## src/rtl/dxt_table_ctrl.sv

```systemverilog
// Table access controller: round-robin hardware ports plus one CSR client
// sharing a fixed-latency single-port entry memory.
module dxt_table_ctrl #(
  parameter int unsigned EntryWords = 2,
  parameter int unsigned IdxW       = 7,
  parameter int unsigned NumHw      = 2,
  parameter int unsigned MemLat     = 1,
  parameter int unsigned SwWrEn     = 1,
  parameter int unsigned StarveLim  = 4
) (
  input  logic                                clk_i,
  input  logic                                rst_ni,
  input  logic [NumHw-1:0]                    hw_req_i,
  input  logic [NumHw-1:0]                    hw_we_i,
  input  logic [NumHw*IdxW-1:0]               hw_idx_i,
  input  logic [NumHw*32*EntryWords-1:0]      hw_wdata_i,
  output logic [NumHw-1:0]                    hw_gnt_o,
  output logic [NumHw-1:0]                    hw_rvalid_o,
  output logic [32*EntryWords-1:0]            hw_rdata_o,
  input  logic                                sw_req_i,
  input  logic                                sw_req_is_wr_i,
  input  logic [IdxW+$clog2(EntryWords)+1:0]  sw_addr_i,
  input  logic [31:0]                         sw_wr_data_i,
  output logic [31:0]                         sw_rd_data_o,
  output logic                                sw_rd_ack_o,
  output logic                                sw_wr_ack_o,
  output logic                                sw_wr_err_o,
  output logic                                mem_req_o,
  output logic                                mem_write_o,
  output logic [IdxW-1:0]                     mem_addr_o,
  output logic [32*EntryWords-1:0]            mem_wdata_o,
  output logic [32*EntryWords-1:0]            mem_wmask_o,
  input  logic                                mem_rvalid_i,
  input  logic [32*EntryWords-1:0]            mem_rdata_i
);

  localparam int unsigned W    = 32 * EntryWords;
  localparam int unsigned WdW  = $clog2(EntryWords);
  localparam int unsigned SA   = IdxW + WdW + 2;
  localparam int unsigned PtrW = (NumHw > 1) ? $clog2(NumHw) : 1;
  localparam int unsigned StW  = (StarveLim > 0) ? $clog2(StarveLim + 1) : 1;

  typedef enum logic [1:0] {
    IDLE   = 2'd0,
    PEND   = 2'd1,
    RDWAIT = 2'd2,
    ACK    = 2'd3
  } sw_state_e;

  sw_state_e          state_q, state_d;
  logic [SA-1:2]      sw_waddr_q;
  logic [31:0]        sw_wdata_q;
  logic               sw_wr_q;
  logic [IdxW-1:0]    sw_idx;
  logic [WdW-1:0]     sw_word;
  logic [PtrW-1:0]    rr_ptr_q, rr_ptr_d;
  logic [StW-1:0]     starve_q, starve_d;
  logic [PtrW-1:0]    cand, gnt_port;
  logic               hw_hit, sw_bid, sw_gnt;
  logic               drop_wr;
  logic [MemLat-1:0]  trk_vld_q, trk_sw_q;
  logic [PtrW-1:0]    trk_port_q [MemLat];
  logic               ret_vld, ret_sw;
  logic [PtrW-1:0]    ret_port;
  logic [IdxW-1:0]    hw_idx   [NumHw];
  logic [W-1:0]       hw_wdata [NumHw];
  logic               unused_addr;

  assign unused_addr = ^sw_addr_i[1:0];

  // Unpack the flattened per-port buses
  for (genvar n = 0; n < NumHw; n++) begin : g_unpack
    assign hw_idx[n]   = hw_idx_i[n*IdxW +: IdxW];
    assign hw_wdata[n] = hw_wdata_i[n*W +: W];
  end

  assign sw_idx   = sw_waddr_q[SA-1:WdW+2];
  assign sw_word  = sw_waddr_q[WdW+1:2];
  assign drop_wr  = (SwWrEn == 0) && sw_req_i && sw_req_is_wr_i && (state_q == IDLE);
  assign ret_vld  = trk_vld_q[MemLat-1];
  assign ret_sw   = trk_sw_q[MemLat-1];
  assign ret_port = trk_port_q[MemLat-1];

  // Arbitration, memory request and software FSM next state
  always_comb begin
    state_d     = state_q;
    rr_ptr_d    = rr_ptr_q;
    starve_d    = '0;
    hw_gnt_o    = '0;
    sw_gnt      = 1'b0;
    hw_hit      = 1'b0;
    cand        = '0;
    gnt_port    = '0;
    mem_req_o   = 1'b0;
    mem_write_o = 1'b0;
    mem_addr_o  = '0;
    mem_wdata_o = '0;
    mem_wmask_o = '0;
    sw_bid      = (state_q == PEND) && ((SwWrEn != 0) || !sw_wr_q);

    for (int i = 0; i < int'(NumHw); i++) begin
      cand = PtrW'((int'(rr_ptr_q) + i) % int'(NumHw));
      if (!hw_hit && hw_req_i[cand]) begin
        hw_hit   = 1'b1;
        gnt_port = cand;
      end
    end

    if (rst_ni) begin
      if (sw_bid && (!hw_hit || (starve_q >= StW'(StarveLim)))) begin
        sw_gnt      = 1'b1;
        mem_req_o   = 1'b1;
        mem_write_o = sw_wr_q;
        mem_addr_o  = sw_idx;
        if (sw_wr_q) begin
          mem_wdata_o = W'(sw_wdata_q) << {sw_word, 5'd0};
          mem_wmask_o = W'(32'hFFFF_FFFF) << {sw_word, 5'd0};
        end
      end else if (hw_hit) begin
        hw_gnt_o[gnt_port] = 1'b1;
        mem_req_o          = 1'b1;
        mem_write_o        = hw_we_i[gnt_port];
        mem_addr_o         = hw_idx[gnt_port];
        if (hw_we_i[gnt_port]) begin
          mem_wdata_o = hw_wdata[gnt_port];
          mem_wmask_o = '1;
        end
        rr_ptr_d = (gnt_port == PtrW'(NumHw - 1)) ? '0 : gnt_port + PtrW'(1);
      end
    end

    if (sw_bid && !sw_gnt) begin
      starve_d = (starve_q >= StW'(StarveLim)) ? starve_q : starve_q + StW'(1);
    end

    unique case (state_q)
      IDLE:    if (sw_req_i) state_d = PEND;
      PEND: begin
        if ((SwWrEn == 0) && sw_wr_q) state_d = ACK;
        else if (sw_gnt)              state_d = sw_wr_q ? ACK : RDWAIT;
      end
      RDWAIT:  if (ret_vld && ret_sw) state_d = ACK;
      ACK:     state_d = IDLE;
      default: state_d = IDLE;
    endcase
  end

  // State, pointer, starvation counter and latched CSR request
  always_ff @(posedge clk_i or negedge rst_ni) begin
    if (!rst_ni) begin
      state_q    <= IDLE;
      rr_ptr_q   <= '0;
      starve_q   <= '0;
      sw_waddr_q <= '0;
      sw_wdata_q <= '0;
      sw_wr_q    <= 1'b0;
    end else begin
      state_q  <= state_d;
      rr_ptr_q <= rr_ptr_d;
      starve_q <= starve_d;
      if ((state_q == IDLE) && sw_req_i) begin
        sw_waddr_q <= sw_addr_i[SA-1:2];
        sw_wdata_q <= sw_wr_data_i;
        sw_wr_q    <= sw_req_is_wr_i;
      end
    end
  end

  // Read-source tracker: one stage per cycle of memory latency
  always_ff @(posedge clk_i or negedge rst_ni) begin
    if (!rst_ni) begin
      trk_vld_q <= '0;
      trk_sw_q  <= '0;
      for (int i = 0; i < int'(MemLat); i++) trk_port_q[i] <= '0;
    end else begin
      trk_vld_q[0]  <= (sw_gnt && !sw_wr_q) || ((|hw_gnt_o) && !hw_we_i[gnt_port]);
      trk_sw_q[0]   <= sw_gnt;
      trk_port_q[0] <= gnt_port;
      for (int i = int'(MemLat) - 1; i > 0; i--) begin
        trk_vld_q[i]  <= trk_vld_q[i-1];
        trk_sw_q[i]   <= trk_sw_q[i-1];
        trk_port_q[i] <= trk_port_q[i-1];
      end
    end
  end

  // Hardware read return is passed straight through to the owning port
  always_comb begin
    hw_rvalid_o = '0;
    if (ret_vld && !ret_sw && mem_rvalid_i) hw_rvalid_o[ret_port] = 1'b1;
  end

  assign hw_rdata_o = rst_ni ? mem_rdata_i : '0;

  // CSR responses; dropped read-only writes are acknowledged on acceptance
  always_ff @(posedge clk_i or negedge rst_ni) begin
    if (!rst_ni) begin
      sw_rd_ack_o  <= 1'b0;
      sw_rd_data_o <= '0;
      sw_wr_ack_o  <= 1'b0;
      sw_wr_err_o  <= 1'b0;
    end else begin
      sw_rd_ack_o  <= ret_vld && ret_sw && mem_rvalid_i;
      sw_rd_data_o <= (ret_vld && ret_sw && mem_rvalid_i) ?
                      mem_rdata_i[{sw_word, 5'd0} +: 32] : 32'd0;
      sw_wr_ack_o  <= ((state_q == ACK) && sw_wr_q && (SwWrEn != 0)) || drop_wr;
      sw_wr_err_o  <= drop_wr;
    end
  end

endmodule
```

## config.mk

```make
export PLATFORM = sky130hd
export DESIGN_NAME = dxt_table_ctrl
export DESIGN_NICKNAME = d
export VERILOG_FILES = /design/src/rtl/dxt_table_ctrl.sv
export SDC_FILE = /design/constraint.sdc
export NUM_CORES = 1
export LEC_CHECK = 0
export CORE_AREA = 10 10 187 189
export CTS_BUF_LIST = sky130_fd_sc_hd__clkbuf_4 sky130_fd_sc_hd__clkbuf_8
export CTS_CLUSTER_DIAMETER = 150
export DETAILED_ROUTE_END_ITERATION = 8
export DIE_AREA = 0 0 197 199
export HOLD_SLACK_MARGIN = 0.08
export SLEW_MARGIN = 20
export SYNTH_ARGS = -nofsm -noshare
export SYNTH_HDL_FRONTEND = slang
export SYNTH_SLANG_ARGS = --single-unit
```

## constraint.sdc

```tcl
create_clock -name clk_i -period 5.52 [get_ports clk_i]
set_clock_uncertainty 0.05 [all_clocks]
set_input_delay 1.104 -clock clk_i [delete_from_list [all_inputs] [get_ports clk_i]]
set_output_delay 1.104 -clock clk_i [all_outputs]
set_load 0.01 [all_outputs]
```

# Word level (Yosys, flattened, before mapping)
# Cells that the tools add are included.
word_totals:
  register_bits: 84
  input_bits: 257
  out_inout_bits: 240
  elab_cells: 115
classes:
  add_sub_neg: 3
  order_cmp: 8
  n_eq_ne: 7
  shifts: 3
  muxes: 55
  bitwise_logic: 2
  n_reduce_logical: 25
ops:
  columns: ["op", "count"]
  rows:
  - ["$mux 64", 14]
  - ["$shiftx 64x7->32", 1]
  - ["$shl 32x6->64", 1]
  - ["$shl 32x6->64 const A", 1]
  - ["$mux 7", 6]
  - ["$mux 32", 1]
  - ["$mux 1", 22]
  - ["$mux 2", 7]
  - ["$logic_and 1x1->1", 13]
  - ["$lt 1x2->1 const B", 4]
  - ["$pmux 2 s4", 1]
  - ["$logic_not 1->1", 6]
  - ["$mux 3", 2]
  - ["$ne 2x2->1 const B", 3]
  - ["$reduce_and 3->1", 2]
  - ["$eq 2x2->1 const B", 2]
  - ["$add 3x1->3 const B", 1]
  - ["$ge 3x3->1 const B", 1]
  - ["$add 1x1->1 const B", 2]
  - ["$demux 1 s1", 2]
  - ["$eq 2x1->1 const B", 1]
  - ["$ge 1x1->1 const B", 2]
  - ["$ge 2x2->1 const B", 1]
  - ["$logic_not 2->1", 1]
  - ["other kinds (5)", 6]

# Logic depth before layout (Yosys ltp)
logic_depth:
  ltp_word: 16
  ltp_mapped: 8
  mapped_depth_nobuf: 6

# Worst setup path before layout
# Ideal clock, no wire load.
synth_timing:
  kind: "input to output"
  start: "in hw_req_i[1]"
  end: "out mem_wmask_o[10]"
  t_arrival_ns: 4.062
  t_required_ns: 4.366
  slack_ns: 0.304
  stages: 7
  n_path_buf: 3
  cell_sequence: "buf_2 o21bai_1 and3_4 buf_2 nand2_1 o21ai_0 buf_4"
synth_via:
  elab_chain_len: 12
  elab_cells_between_ends: 19
  cone_classes: "mux: 14; reduce/logical: 5"
synth_lines:
  columns: ["element", "line_no", "source"]
  rows:
  - ["from (decl)", "13", "input logic [NumHw-1:0] hw_req_i,"]
  - ["$mux 1 (implied by the code) (2 in series)", "103", "if (!hw_hit && hw_req_i[cand]) begin"]
  - ["$mux 1", "103", null]
  - ["$logic_not 1->1", "103", null]
  - ["$logic_and 1x1->1", "103", null]
  - ["$mux 1", "103", null]
  - ["$mux 1 (implied by the code) (2 in series)", "124", "if (hw_we_i[gnt_port]) begin"]
  - ["$mux 64", "124", null]
  - ["$mux 64", "119", "end else if (hw_hit) begin"]
  - ["$mux 64 *", "110", "if (sw_bid && (!hw_hit || (starve_q >= StW'(StarveLim)))) begin"]
  - ["$mux 64 *", "109", "if (rst_ni) begin"]
  - ["to (decl)", "32", "output logic [32*EntryWords-1:0] mem_wmask_o,"]
# Mark *: on every way between the ends. The rest lies on a longest branch, timed or not. The select of a mux whose other input is x is not followed.

# Worst setup path in the final report
layout_timing:
  start: "in hw_req_i[1]"
  end: "out mem_wdata_o[62]"
layout_via:
  elab_chain_len: 14
  elab_cells_between_ends: 23
  cone_classes: "mux: 17; bitwise: 1; reduce/logical: 5"
layout_lines:
  columns: ["element", "line_no", "source"]
  rows:
  - ["$mux 1 (implied by the code) (2 in series)", "103", null]
  - ["$mux 1", "103", null]
  - ["$logic_not 1->1", "103", null]
  - ["$logic_and 1x1->1", "103", null]
  - ["$mux 1", "103", null]
  - ["$not 1->2 (implied by the code)", "125", "mem_wdata_o = hw_wdata[gnt_port];"]
  - ["$mux 64 (implied by the code) (3 in series)", "125", null]
  - ["$mux 64", "124", null]
  - ["$mux 64", "119", null]
  - ["$mux 64 *", "110", null]
  - ["$mux 64 *", "109", null]
  - ["to (decl)", "31", "output logic [32*EntryWords-1:0] mem_wdata_o,"]
# Marked as above.

==> impl_metrics.yaml <==
power:
  net-switching-power_uw: 891
  power.share.sequential: 0.380
  power_frac_clock: 0.190
  p_leak_nw: 4.35
  comb_power_share: 0.430
  power_per_cell_area_nw_per_um2: 241
  internal-power_mw: 1.70
  switching_share: 0.344
  ir_worst_vdd_v: 0.0000964
  fin_total_pwr_mw: 2.59
place:
  numPlacedInstances: 1362
  dpl-instance-area_um2: 10500
  place_ws_ps: 512
  gp_congestion: 0.847
  io_buffers: 493
  dp.final_hpwl_um: 24800
finish:
  final_util: 0.344
  final_design_area_no_fill_um2: 10700
  mostFrequentLayoutCells: "clkdlybuf4s50_1, and2_1, dfrtp_1"
  mostFrequentLayoutCell: "clkdlybuf4s50_1"
  finalNonFillerCells: 1379
  post_route_cells_drive_above_1_share: 0.0799
  nets: 1235
  syn_to_final_growth_pct: 89.9
logic_synthesis:
  synth_simple_gate_area_frac: 0.191
  synth-main-ff-cell: "dfrtp_1"
  yosys.area.top_type_share: 0.372
  yosys-top-cells-area: "dfrtp_1, and2_1, a221o_1"
  netlist_instances: 563
  synth_fa_ha_area_frac: 0.0155
  post_synth_instance_area_um2: 5650
  yosys.area_share.xor_xnor: 0.00155
  postSynthRegisterBits: 84
  postSynth.asyncResetShare: 1.00
  post_synth_mux_area_share: 0.144
  yosys_warnings: 0
  syn_area_per_cell_um2: 10.0
  synthesized_area_fraction_occupied_by_ao_oa_aoi_and_oai_cells: 0.144
  seq_area_frac_synth: 0.372
  largest_family_of_logic_cells_by_synthesized_area: "simple AND/OR/NAND/NOR gates"
  synth_nets: 827
  synth_edf_count: 0
  synth_top_area_cell: "dfrtp_1"
  netlist-cell-type-count: 39
timing:
  whs_ps: 455
  setup_total_negative_slack_ps: 0
  hold_fails_final_rpt: 0
  rsz_0062_raised_after_global_routing: "false"
  final_period_minus_worst_setup_slack_ps: 4940
  fmax_mhz: 202
  setup_viol_count_final: 0
  postLayoutSetupSlackWorst_ps: 575
  timing.max_slew.rel_slack: 0.310
  finalMaxSlewViolations: 0
  transition_time_at_the_pin_with_the_least_slew_margin_ps: 1030
  layout_worst_path_cycle_share: 0.896
critical_path:
  critPathTopFamily: "buffers and inverters"
  timing.critical_path.to_type: "output port"
  critical_path.max_stage_delay_ps: 580
  criticalPathCategory: "in2out"
  cp_num_buf_inv: 3
  reg2reg_from: "state_q[0]"
  crit_slowest_cell: "clkdlybuf4s50_1"
  startpoint: "hw_req_i[1]"
  worst-endpoint-required_ps: 4370
  cp_max_fo: 19
  cells_along_the_critical_path: "clkdlybuf4s50_1 > o21bai_1 > and3_4 > and3_4 > buf_4 > a221o_1 > clkdlybuf4s50_1"
  worst_r2r_path_depth: 5
  critPathArrivalTime_ps: 3790
  slack_of_the_worst_reg_to_reg_path_ps: 3390
  crit-reg2reg-capture: "sw_wdata_q[19]"
  start_kind: "input pin"
hold_path:
  min_from: "rr_ptr_q"
  worst_hold_path_type: "reg2reg"
  worst_hold_path.num_cells: 1
  hold-path-endpoint: "rr_ptr_q"
grt:
  grt_max_degree: 151
  grt_pass1_wl_um: 42800
  grt_remaining_overflow: 0
  grt_antenna_before_repair: 3
  grt_pass1_vias: 6316
  global_routing_usage_summed_across_all_routing_layers: 0.146
route:
  routed_wirelength_um: 30300
  antenna_violating_nets_post_route: 0
  detail_route.vias_per_cell: 4.25
  remaining_drc_errors: 0
  avgRoutedWirePerCell_um: 22.0
  detailedRoute.firstPassIterationCount: 5
  drt_first_iter_violations: 191
  detailroute.via_count: 5858
floorplanning:
  fp.dieH_um: 199
  core.rowCount: 65
  floorplan.initialDensity: 0.181
  fp.dieArea_um2: 39200
  chipWidth_um: 197
  ioPinCount: 497
  design.core.area_um2: 31200
clocking:
  tritoncts_clock_tree: "done"
  worstSkewPairLatency_ps: 380
  clock-root-buffer: "clkbuf_8"
  max-clock-path-buffers: 2
  worst_setup_hold_path_clk_slew_ps: 100
  ctsHtreeMaxLevel: 3
  postCtsHoldBufs: 0
  clock_sinks: 84
  cts_made_buffers: 9
  post_cts.repair.setup_buffers: 0
  post_cts_resize_count: 0
flow_run:
  maxCapViolations: 0
run_status:
  result_of_the_run: "finished clean"
## worst register-to-register path, cell delays in order (launching register included)
cell,delay (ps)
dfrtp_1,400
inv_1,110
ha_1,230
nand2_2,330
buf_4,460
mux2_2,430
## metal layers
metal	vias to the layer above	global-route usage	routed length [um]
met5	-	0	27
met4	4	0.0373	366
met3	20	0.0732	3590
met2	329	0.262	15200
met1	2769	0.146	11100
li1	2736	-	-
## kinds of logic after synthesis
| group | count (synthesis) |
|---|---|
| flip-flops | 84 |
| multiplexers | 76 |
| other | 1 |
| AND/OR/NAND/NOR | 188 |
| adder cells (fa/ha/maj) | 7 |
| buffers and inverters | 120 |
| XOR/XNOR | 1 |
| AO/OA/AOI/OAI | 86 |
## how the worst max path moves through the flow
stage | end | cells after the start
floorplan | mem_wmask_o[10] | 7
global placement | mem_wdata_o[63] | 6
detailed placement | mem_wdata_o[63] | 6
CTS | mem_wdata_o[63] | 6
global route | mem_wdata_o[63] | 6
finish | mem_wdata_o[62] | 7
## synth_stat cells (2+ instances only)
master,number
buf_4,63
nand2_1,9
buf_1,4
nor2_1,36
a221o_1,64
mux2i_1,34
a21boi_1,2
and3_4,2
clkbuf_1,13
o21ai_0,4
ha_1,7
and2_0,15
inv_1,13
mux2_2,42
and3_1,3
a222oi_1,6
buf_6,4
nand2b_1,2
and2_1,115
buf_2,23
dfrtp_1,84
## area by class of cell
cell class / count / area [um2]
flip-flops and latches: 84 / 2100
multi-input cells: 359 / 2810
clock inverters: 6 / 71.3
well taps: 402 / 503
inverters: 13 / 48.8
clock buffers: 10 / 138
repair buffers: 504 / 5060
diodes: 1 / 2.50
fillers: 3212 / 20500
## state kept, by name, summed over array words and instances, names as in the netlist
| name | count |
|---|---|
| state_q | 2 |
| rr_ptr_q | 1 |
| sw_wr_ack_o | 1 |
| starve_q | 3 |
| sw_wdata_q | 32 |
| sw_wr_q | 1 |
| sw_rd_ack_o | 1 |
| ret_sw | 1 |
| sw_rd_data_o | 32 |
| sw_waddr_q | 8 |
| ret_vld | 1 |
| ret_port | 1 |
## power groups by stage
stage | clock network (mW) | registers, mW | logic (mW)
finish | 0.491 | 0.984 | 1.11
global route | 0.549 | 1.01 | 1.20
CTS | 0.529 | 0.986 | 1.13
detailed placement | 0 | 0.999 | 1.13
global placement | 0 | 0.991 | 1.11
floorplan | 0 | 0.898 | 0.661
(Power assumes the default switching activity.)
